$ cat src/rtl/barcode_pkg.sv
// Shared types and constants for the barcode station-ID receiver.
package barcode_pkg;
  typedef enum logic [2:0] {IDLE, MEAS, WAIT_FALL, SAMPLE, DONE} bc_state_t;
  localparam int         ID_BITS = 8;
  localparam logic [1:0] ID_TAG  = 2'b00;
endpackage

$ cat src/rtl/bc_sync_edge.sv
// Two-flop synchroniser for the raw barcode line plus edge detection.
module bc_sync_edge (
  input  logic clk,
  input  logic rst,
  input  logic async_in,
  output logic sync_out,
  output logic fall,
  output logic rise
);
  logic s1, s2, prev;

  // Preset high so a reset never looks like a falling edge on an idle line.
  always_ff @(posedge clk) begin
    if (rst) begin
      s1   <= 1'b1;
      s2   <= 1'b1;
      prev <= 1'b1;
    end else begin
      s1   <= async_in;
      s2   <= s1;
      prev <= s2;
    end
  end

  assign sync_out = s2;
  assign fall     = prev & ~s2;
  assign rise     = ~prev & s2;
endmodule

$ cat src/rtl/barcode_id_rx.sv
// Self-timed barcode decoder: start pulse sets bit period, 8 bits MSB first,
// legal IDs are published on the ID / ID_vld / clr_ID_vld handshake.
module barcode_id_rx
  import barcode_pkg::*;
#(
  parameter int CNT_W = 22,
  parameter int MIN_T = 4
) (
  input  logic               clk,
  input  logic               rst,
  input  logic               BC,
  input  logic               clr_ID_vld,
  output logic [ID_BITS-1:0] ID,
  output logic               ID_vld
);
  localparam logic [CNT_W-1:0] ONE   = CNT_W'(1);
  localparam logic [CNT_W-1:0] MIN_P = CNT_W'(MIN_T);

  bc_state_t          state;
  logic [CNT_W-1:0]   period, timer, half, lim;
  logic [2:0]         bit_cnt;
  logic [ID_BITS-1:0] shift;
  logic               bc, fall, rise;

  bc_sync_edge u_sync (
    .clk      (clk),
    .rst      (rst),
    .async_in (BC),
    .sync_out (bc),
    .fall     (fall),
    .rise     (rise)
  );

  assign half = period >> 1;
  // Two-period gap limit, clamped so it cannot wrap for very long pulses.
  assign lim  = period[CNT_W-1] ? '1 : (period << 1);

  always_ff @(posedge clk) begin
    if (rst) begin
      state   <= IDLE;
      ID      <= '0;
      ID_vld  <= 1'b0;
      period  <= '0;
      timer   <= '0;
      bit_cnt <= '0;
      shift   <= '0;
    end else begin
      if (clr_ID_vld) ID_vld <= 1'b0;
      case (state)
        IDLE: if (fall) begin
          state  <= MEAS;
          period <= ONE;
        end
        MEAS: begin
          if (rise) begin
            if (period < MIN_P) state <= IDLE;
            else begin
              state   <= WAIT_FALL;
              bit_cnt <= '0;
              timer   <= '0;
            end
          end else if (&period) state <= IDLE;
          else period <= period + ONE;
        end
        WAIT_FALL: begin
          if (fall) begin
            state <= SAMPLE;
            timer <= ONE;
          end else if (timer >= lim) state <= IDLE;
          else timer <= timer + ONE;
        end
        SAMPLE: begin
          if (timer == half) begin
            shift   <= {shift[ID_BITS-2:0], bc};
            bit_cnt <= bit_cnt + 3'd1;
            if (bit_cnt == 3'(ID_BITS - 1)) state <= DONE;
            else begin
              state <= WAIT_FALL;
              timer <= '0;
            end
          end else if (!(&timer)) timer <= timer + ONE;
        end
        DONE: begin
          state <= IDLE;
          // Set beats a same-cycle clear; untagged codes are dropped silently.
          if (shift[ID_BITS-1 -: 2] == ID_TAG) begin
            ID     <= shift;
            ID_vld <= 1'b1;
          end
        end
        default: state <= IDLE;
      endcase
    end
  end
endmodule

$ cat config.mk
export PLATFORM = sky130hd
export DESIGN_NAME = barcode_id_rx
export DESIGN_NICKNAME = d
export VERILOG_FILES = /design/src/rtl/barcode_pkg.sv /design/src/rtl/bc_sync_edge.sv /design/src/rtl/barcode_id_rx.sv
export SDC_FILE = /design/constraint.sdc
export NUM_CORES = 1
export LEC_CHECK = 0
export CAP_MARGIN = 20
export CORE_MARGIN = 2
export CORE_UTILIZATION = 30
export DETAILED_ROUTE_END_ITERATION = 16
export DONT_BUFFER_PORTS = 1
export GPL_TIMING_DRIVEN = 0
export PLACE_DENSITY = 0.53
export SETUP_SLACK_MARGIN = 0.15
export SLEW_MARGIN = 40
export SYNTH_ARGS = -nofsm -noshare
export SYNTH_HDL_FRONTEND = slang
export SYNTH_HIERARCHICAL = 1
export SYNTH_SLANG_ARGS = --single-unit
export TNS_END_PERCENT = 10
$ cat constraint.sdc
create_clock -name clk -period 3.4 [get_ports clk]
set_input_delay 0.17 -clock clk [delete_from_list [all_inputs] [get_ports clk]]
set_output_delay 0.17 -clock clk [all_outputs]
set_load 0.05 [all_outputs]
* Word-level counts from Yosys, hierarchy flattened
Index checks and enable logic that the tools add are counted.
Cells by class: eq/ne operators 17, $add $sub $neg 3, mux-type cells 29, reduce and logical (&&, ||, !) cells 13, magnitude comparators 2, bitwise logic cells 4
Operators by type and width (number):
- 22-bit two-way mux | 11
- 22-bit one-hot mux with 3 select lines | 1
- 22-bit by 1-bit adder with 22-bit output, second input constant | 2
- 22-bit one-hot mux with 2 select lines | 1
- 22-bit AND reduction | 2
- 3-bit two-way mux | 10
- 22-bit by 21-bit equality test with 1-bit output | 1
- 22-bit >= comparator | 1
- 22-bit by 3-bit less-than comparator with 1-bit output, second input constant | 1
- 3-bit inequality test, second input constant | 5
- 2-bit inequality test, second input constant | 6
- 3-bit one-hot mux with 4 select lines | 1
- 4-bit AND reduction | 3
- 3-bit by 2-bit equality test with 1-bit output, second input constant | 2
- 3-bit equality test, second input constant | 2
- 3-bit one-hot mux with 2 select lines | 1
- 6-bit AND reduction | 1
- 2-bit AND reduction | 2
- 2-bit nonzero test | 2
- 3-bit by 1-bit adder with 3-bit output, second input constant | 1
- 3-bit by 1-bit equality test with 1-bit output, second input constant | 1
- 3-bit logical NOT | 1
- 1-bit two-way mux | 3
- 3-bit nonzero test | 1
- other kinds (4) | 6
Word-level totals: flip-flop bits (word level) 70, input port bits 4, output and inout port bits 9

* Longest topological paths before layout
Gate-level depths: netlist (run 1).
depth in word-level cells 5, mapped depth 12, mapped depth without buffers 9

* Cells and area by module
Netlist (run 1), hierarchy kept.
Modules (own cells, without submodules):
- barcode_id_rx | area an instance 4267.8 sq um, cells each 525, instances 1
- bc_sync_edge | area an instance 92.6 sq um, cells each 8, instances 1

* Worst setup path after synthesis (run 1)
No wires, ideal clock.
kind register -> register, from reg period[21], to reg timer[2], arrival 2.756 ns, data required time 3.283 ns, buffers on the path 3, slack 0.527 ns, stages on the path, launching flop included 13, setup time 0.117 ns, clock period less this slack 2.873 ns, cell sequence dfxtp_1 clkbuf_1 clkbuf_1 nor2_1 ha_1 a21oi_1 o21ai_0 a221oi_1 o21ai_0 o21ai_2 clkbuf_1 o211ai_1 a32o_1
On the way: longest elaborated chain between the ends 4
Ends and longest elaborated chain:
- from (decl) | RTL line barcode_id_rx.sv:20 | logic [CNT_W-1:0] period, timer, half, lim;
- from (signal assigned) | RTL line barcode_id_rx.sv:63 | else period <= period + ONE;
- 22-bit two-way mux | RTL line barcode_id_rx.sv:36 | assign lim = period[CNT_W-1] ? '1 : (period << 1);
- 22-bit >= comparator | RTL line barcode_id_rx.sv:69 | end else if (timer >= lim) state <= IDLE;
- 3-bit inequality test (no source line)
- 6-bit AND reduction (no source line)
- to (signal assigned) | RTL line barcode_id_rx.sv:70 | else timer <= timer + ONE;
- to (signal assigned) | RTL line barcode_id_rx.sv:81 | end else if (!(&timer)) timer <= timer + ONE;
- to (decl) | RTL line barcode_id_rx.sv:20
Several ways; a longest one is shown, not always the timed one. A chain may end at the register's enable or synchronous reset.

* Final worst setup path (run 1)
from reg period[21], to reg timer[8]
Same word-level chain as after synthesis.

==> impl_metrics.yaml, run 1 <==
place:
  place_inst: 717
  numPortBuffers: 0
  place_congestion: 0.847
  dp_hpwl_um: 9210
  dpl_worst_slack_ps: -127
worst_setup_path:
  timing.rr.end: "timer[8]$_SDFFE_PP0P_"
  crit_required_ps: 3660
  crit_start: "period[21]$_SDFFE_PP0P_"
  critPathMaxFanout: 10
  worst-setup-path-type: "reg -> reg"
  rr_startpoint: "period[21]$_SDFFE_PP0P_"
  rr_worst_depth: 12
  cp-end-kind: "flip-flop"
  critPathArrivalTime_ps: 3310
  crit_end: "timer[8]$_SDFFE_PP0P_"
  regToRegSetupSlack_ps: 360
  critPathLaunchType: "flip-flop"
floorplan:
  num_io_pins: 13
  start_util: 0.303
  core-area_um2: 14400
  rows: 44
  die_area_um2: 15500
  dieWidth_um: 125
  die_h_um: 125
timing:
  final.setup_skew_ps: 6.40
  rsz0062_at_grt: "true"
  min_period_ps: 3040
  worst_pin_slew_ps: 657
  finalSetupViolCount: 0
  fin_setup_tns_ps: 0
  drv_slew: 0
  fin_ws_ps: 355
  fmax_mhz: 328
  slew_headroom: 0.561
  hold_viol_final: 0
  min_period_over_period: 0.895
yosys:
  synthTopCellsByArea: "dfxtp_1 (32%), ha_1 (7.5%), nor2_1 (7.4%)"
  synthTopCellsByCount: "nor2_1 (86), dfxtp_1 (70), xor2_1 (34)"
  synthesis.instances: 533
  syn_avg_cell_area_um2: 8.18
  synth_edf_count: 0
  ys_ff_latch: 70
  synth_flop_cell: "dfxtp_1"
  synth_nets: 563
  synth_top_cell_by_area: "dfxtp_1"
  async_reset_ff_frac: 0
  syn-cell-area_um2: 4360
  seq_area_frac_synth: 0.321
  synth.most_common_cell: "nor2_1"
  ys_types: 62
  ys_warn_count: 6
  yosysTopAreaCellShare: 0.321
final_layout:
  stdcell_count: 738
  drive_gt1_frac: 0.0957
  nNetsFinal: 579
  syn_to_final_growth_pct: 13.6
  fin_util: 0.345
  antenna_cells: 0
cts:
  cts-buffers-inserted: 9
  clkTransAtPathRegs_ps: 60
  htree_levels: 3
  cts.root.buffer_cell: "clkbuf_16"
  clock_latency_ps: 350
  clock_sinks: 70
  cts_tree: "done"
  clock_path_buffers: 2
routing:
  dr_total_vias: 3991
  routed_via_density: 5.41
  totalWireLength_um: 12600
  wl_per_cell_um: 17.1
  drc: 0
  drt_iter0_drc: 219
  final_antenna_net_count: 0
  firstDrtPassIters: 5
run:
  cap_violations: 0
global_routing:
  grt_first_pass_wirelength_um: 20900
  grt_usage: 0.169
  antenna_found_initial: 0
  grt_max_degree: 14
  grt-ovfl-total: 0
  grt_pass1_vias: 3917
worst_hold_path:
  min_from: "clr_ID_vld"
  hp-class: "in -> reg"
power:
  p_total_mw: 1.84
  ir_drop_v: 0.000271
  power.density_nw_per_um2: 372
  leakage_nw: 1.92
run_status:
  status: "finished clean"
## cell usage in the layout, fill, tap and decap left out, drive strengths merged, types with 4 or more instances in the layout
| cell type | Yosys | final |
|---|---|---|
| and3 | 10 | 10 |
| o21a | 8 | 8 |
| nor2 | 86 | 86 |
| inv | 13 | 13 |
| nor3 | 9 | 9 |
| and2 | 8 | 8 |
| mux2i | 16 | 16 |
| nor4 | 16 | 16 |
| clkbuf | 18 | 27 |
| o41ai | 5 | 5 |
| a21oi | 24 | 24 |
| and4 | 10 | 10 |
| nand2 | 32 | 32 |
| nand3 | 28 | 28 |
| o211ai | 4 | 4 |
| nor3b | 6 | 6 |
| dfxtp | 70 | 70 |
| xnor2 | 4 | 4 |
| a32o | 6 | 6 |
| clkinv | 1 | 4 |
| or3 | 4 | 4 |
| ha | 26 | 26 |
| xor2 | 34 | 34 |
| or2 | 4 | 4 |
| nand4 | 16 | 16 |
| buf | 16 | 19 |
| o21ai | 17 | 17 |
| o311ai | 7 | 7 |
## per-stage QoR
step	hold WS [ps]	area, µm²
6_report	10.6	4950
3_3_place_gp	268	4590
4_1_cts	10.4	4920
5_1_grt	59.0	4950
2_1_floorplan	267	4360
3_5_place_dp	270	4590
## worst min path at each step
stage | end | slack [ps] | cells after the start
after floorplan | u_sync/prev$_SDFF_PP1_ | 270 | 1
after global placement | u_sync/prev$_SDFF_PP1_ | 270 | 1
after detailed placement | u_sync/prev$_SDFF_PP1_ | 270 | 1
after CTS | ID_vld$_SDFF_PP0_ | 10 | 3
after global routing | ID_vld$_SDFF_PP0_ | 60 | 3
final | ID_vld$_SDFF_PP0_ | 10 | 3
## layout make-up
cell class | instances | area (µm²)
Inverter | 14 | 52.6
Sequential cell | 70 | 1400
Timing Repair Buffer | 5 | 42.5
Buffer | 34 | 155
Clock inverter | 7 | 75.1
Clock buffer | 9 | 225
Tap cell | 184 | 230
Fill cell | 1506 | 9420
Multi-Input combinational cell | 415 | 2770
## report_power, final
part	total (mW)	internal [mW]	switching [mW]
clock	0.953	0.568	0.385
sequential	0.828	0.824	0.00467
combinational	0.0609	0.0172	0.0437
total	1.84	1.41	0.434
## flip-flops by register name (all words and copies together) (netlist names)
register,count
shift,8
u_sync/prev,1
ID_vld,1
u_sync/sync_out,1
bit_cnt,3
period,22
ID,8
u_sync/s1,1
state,3
timer,22
## kinds of logic after synthesis
| logic type | synth area share |
|---|---|
| AO/OA/AOI/OAI | 0.162 |
| XOR/XNOR | 0.0763 |
| adder cells (fa/ha/maj) | 0.0746 |
| buffers and inverters | 0.0456 |
| flip-flops | 0.321 |
| multiplexers | 0.0367 |
| AND/OR/NAND/NOR | 0.284 |
## layer usage
metal  track usage  routed length, µm  vias to the layer above
li1              -                  -                     1975
met1         0.227               6160                     1920
met2         0.270               5810                       73
met3        0.0301                423                       23
met4        0.0668                242                        0
met5             0                  0                        -
## critical path, cell delays in order (launching register included)
cell      delay (ps)
dfxtp_1          370
clkbuf_2         200
clkbuf_2         270
nor2_1            80
ha_1             300
nand2_1           60
nor2_1           140
nor3b_1          350
o21ai_0          190
a21oi_1          380
clkbuf_2         320
a211oi_1          80
o32ai_1          210
## timing repair
action | 4_1_cts | 5_1_grt
resized for setup | 5 | 7
hold buffers | 2 | 0
hold endpoints to repair | 3 | 0
pin swaps | 0 | 1
buffers inserted | 0 | 3
setup endpoints to repair | 19 | 19
No activity file was read; power rests on OpenSTA's default activity.
==> run 2, diff against run 1 <==
Settings changed: REMOVE_ABC_BUFFERS set to 1.
==> run 2 against run 1 <==
Final area is 2.0% lower. Total power grew 3.3%. Largest power group unchanged. Register-to-register slack got worse by 110 ps. Sequential cell count unchanged. Maximum frequency down 3.6%. Non-clock buffer count down 35. Die area unchanged.
==> impl_metrics.yaml, run 2 (same netlist as run 1, synthesis figures left out) <==
cts:
  cts-buffers-inserted: 9
  cts_tree: "done"
  clkTransAtPathRegs_ps: 60
  clock_latency_ps: 340
  htree_levels: 3
  clock_sinks: 70
  cts.root.buffer_cell: "clkbuf_16"
  clock_path_buffers: 2
power:
  power_switching_uw: 403
  leakage_nw: 1.83
  power.density_nw_per_um2: 392
  internal-power_mw: 1.50
  power_frac_clock: 0.536
  power_frac_comb: 0.029
  ir_drop_v: 0.000302
  swShare: 0.212
  pwr-share-seq: 0.436
floorplan:
  num_io_pins: 13
  die_h_um: 125
  die_area_um2: 15500
  dieWidth_um: 125
  start_util: 0.303
  core-area_um2: 14400
  rows: 44
routing:
  routed_via_density: 5.49
  final_antenna_net_count: 0
  drc: 0
  drt_iter0_drc: 204
  dr_total_vias: 3856
  wl_per_cell_um: 16.2
  firstDrtPassIters: 5
  totalWireLength_um: 11400
place:
  place_congestion: 0.824
  dp_hpwl_um: 7900
  numPortBuffers: 0
  place_inst: 683
  post_dp_cell_area_um2: 4460
timing:
  min_period_over_period: 0.929
  worst_pin_slew_ps: 689
  fmax_mhz: 317
  min_period_ps: 3160
  finalSetupViolCount: 0
  rsz0062_at_grt: "true"
  drv_slew: 0
  slew_headroom: 0.541
  hold_viol_final: 0
  final.setup_skew_ps: 9.50
worst_setup_path:
  worst-setup-path-type: "reg -> reg"
  critPathArrivalTime_ps: 3390
  critPathLaunchType: "flip-flop"
  cp-end-kind: "flip-flop"
  crit_required_ps: 3630
  critPathMaxFanout: 25
  regToRegSetupSlack_ps: 240
  critPathSlowestCell: "dfxtp_2"
  rr_worst_depth: 9
  cpPeakStageDelay_ps: 630
  path_common_cell: "o21ai_0"
  path_cells: "nor2_1, ha_1, a21oi_1, o21ai_0, a221oi_1, o21ai_0, o21ai_4, nand2_2, o41ai_1"
worst_hold_path:
  hp-class: "in -> reg"
  holdPathStages: 3
final_layout:
  nNetsFinal: 544
  antenna_cells: 0
  layout.cells.most_common: "nor2_1"
  stdcell_count: 703
  drive_gt1_frac: 0.0732
  syn_to_final_growth_pct: 11.3
  final_cell_mix: "nor2_1 (86), dfxtp_1 (69), xor2_1 (34)"
  fillers: 1488
  stdcell_area_um2: 4850
  fin_util: 0.338
  top_regs: "period x22, timer x22"
global_routing:
  grt_max_degree: 36
  grt-ovfl-total: 0
  grt_usage: 0.151
  grt_pass1_vias: 3734
  antenna_found_initial: 0
  grt_first_pass_wirelength_um: 19200
run:
  cap_violations: 0
run_status:
  status: "finished clean"
-- run 2: changes by cell type in the layout (fill, tap and decap cells not counted), sizes merged --
cell,delta
clkinv,-1
dlygate4sd3,-1
bufinv,+1
clkinvlp,-1
clkbuf,-17
buf,-16
-- run 2: final timing paths --
kind | startpoint | endpoint
setup / recovery | period[21]$_SDFFE_PP0P_ | timer[18]$_SDFFE_PP0P_
hold / removal | rst | timer[14]$_SDFFE_PP0P_
setup reg to reg | period[21]$_SDFFE_PP0P_ | timer[18]$_SDFFE_PP0P_
hold reg to reg | u_sync/s1$_SDFF_PP1_ | u_sync/sync_out$_SDFF_PP1_
-- run 2: layout make-up --
class | instances | area, µm² | share of cell area
multi-input cells | 415 | 2800 | 0.577
flip-flops and latches | 70 | 1400 | 0.289
clock buffers | 10 | 239 | 0.0492
well taps | 184 | 230 | 0.0474
clock inverters | 6 | 85.1 | 0.0175
inverters | 14 | 52.6 | 0.0108
repair buffers | 4 | 45.0 | 0.00928
-- run 2: critical path: cells and delay by family, from the launching register on --
family	cells	cell delay (ps)
flops	1	630
fa+ha+maj	1	330
simple gates	2	360
compound gates	6	1720
-- run 2: power groups by stage --
stage / logic, mW / registers, mW / clock network (mW)
5_1_grt: 0.0608 / 0.829 / 1.08
6_report: 0.0546 / 0.829 / 1.02
3_3_place_gp: 0.0418 / 0.847 / 0
3_5_place_dp: 0.0438 / 0.847 / 0
4_1_cts: 0.0543 / 0.829 / 1.04
2_1_floorplan: 0.0316 / 0.845 / 0
-- run 2: routing by layer --
layer	part of all wire	wire length [µm]	track usage
met5	0	0	0
met3	0.037	426	0.0262
met2	0.46	5280	0.244
met4	0.013	144	0.0482
met1	0.49	5560	0.203
-- run 2: what timing repair did --
action                     in CTS  in global routing
gates resized for setup         2                  2
buffers inserted                0                  2
setup endpoints to repair      22                 18
hold buffers                    2                  0
hold endpoints to repair       35                  0
pin swaps                       0                  1
-- run 2: through the flow --
stage          hold WS [ps]  setup WS, ps  setup TNS [ps]  power, mW
6_report               36.2           242               0       1.90
2_1_floorplan           239           601               0      0.876
3_5_place_dp            246          -239           -2200      0.891
5_1_grt                61.0          17.9               0       1.97
4_1_cts                27.5           115               0       1.93
3_3_place_gp            248          -364           -3410      0.889
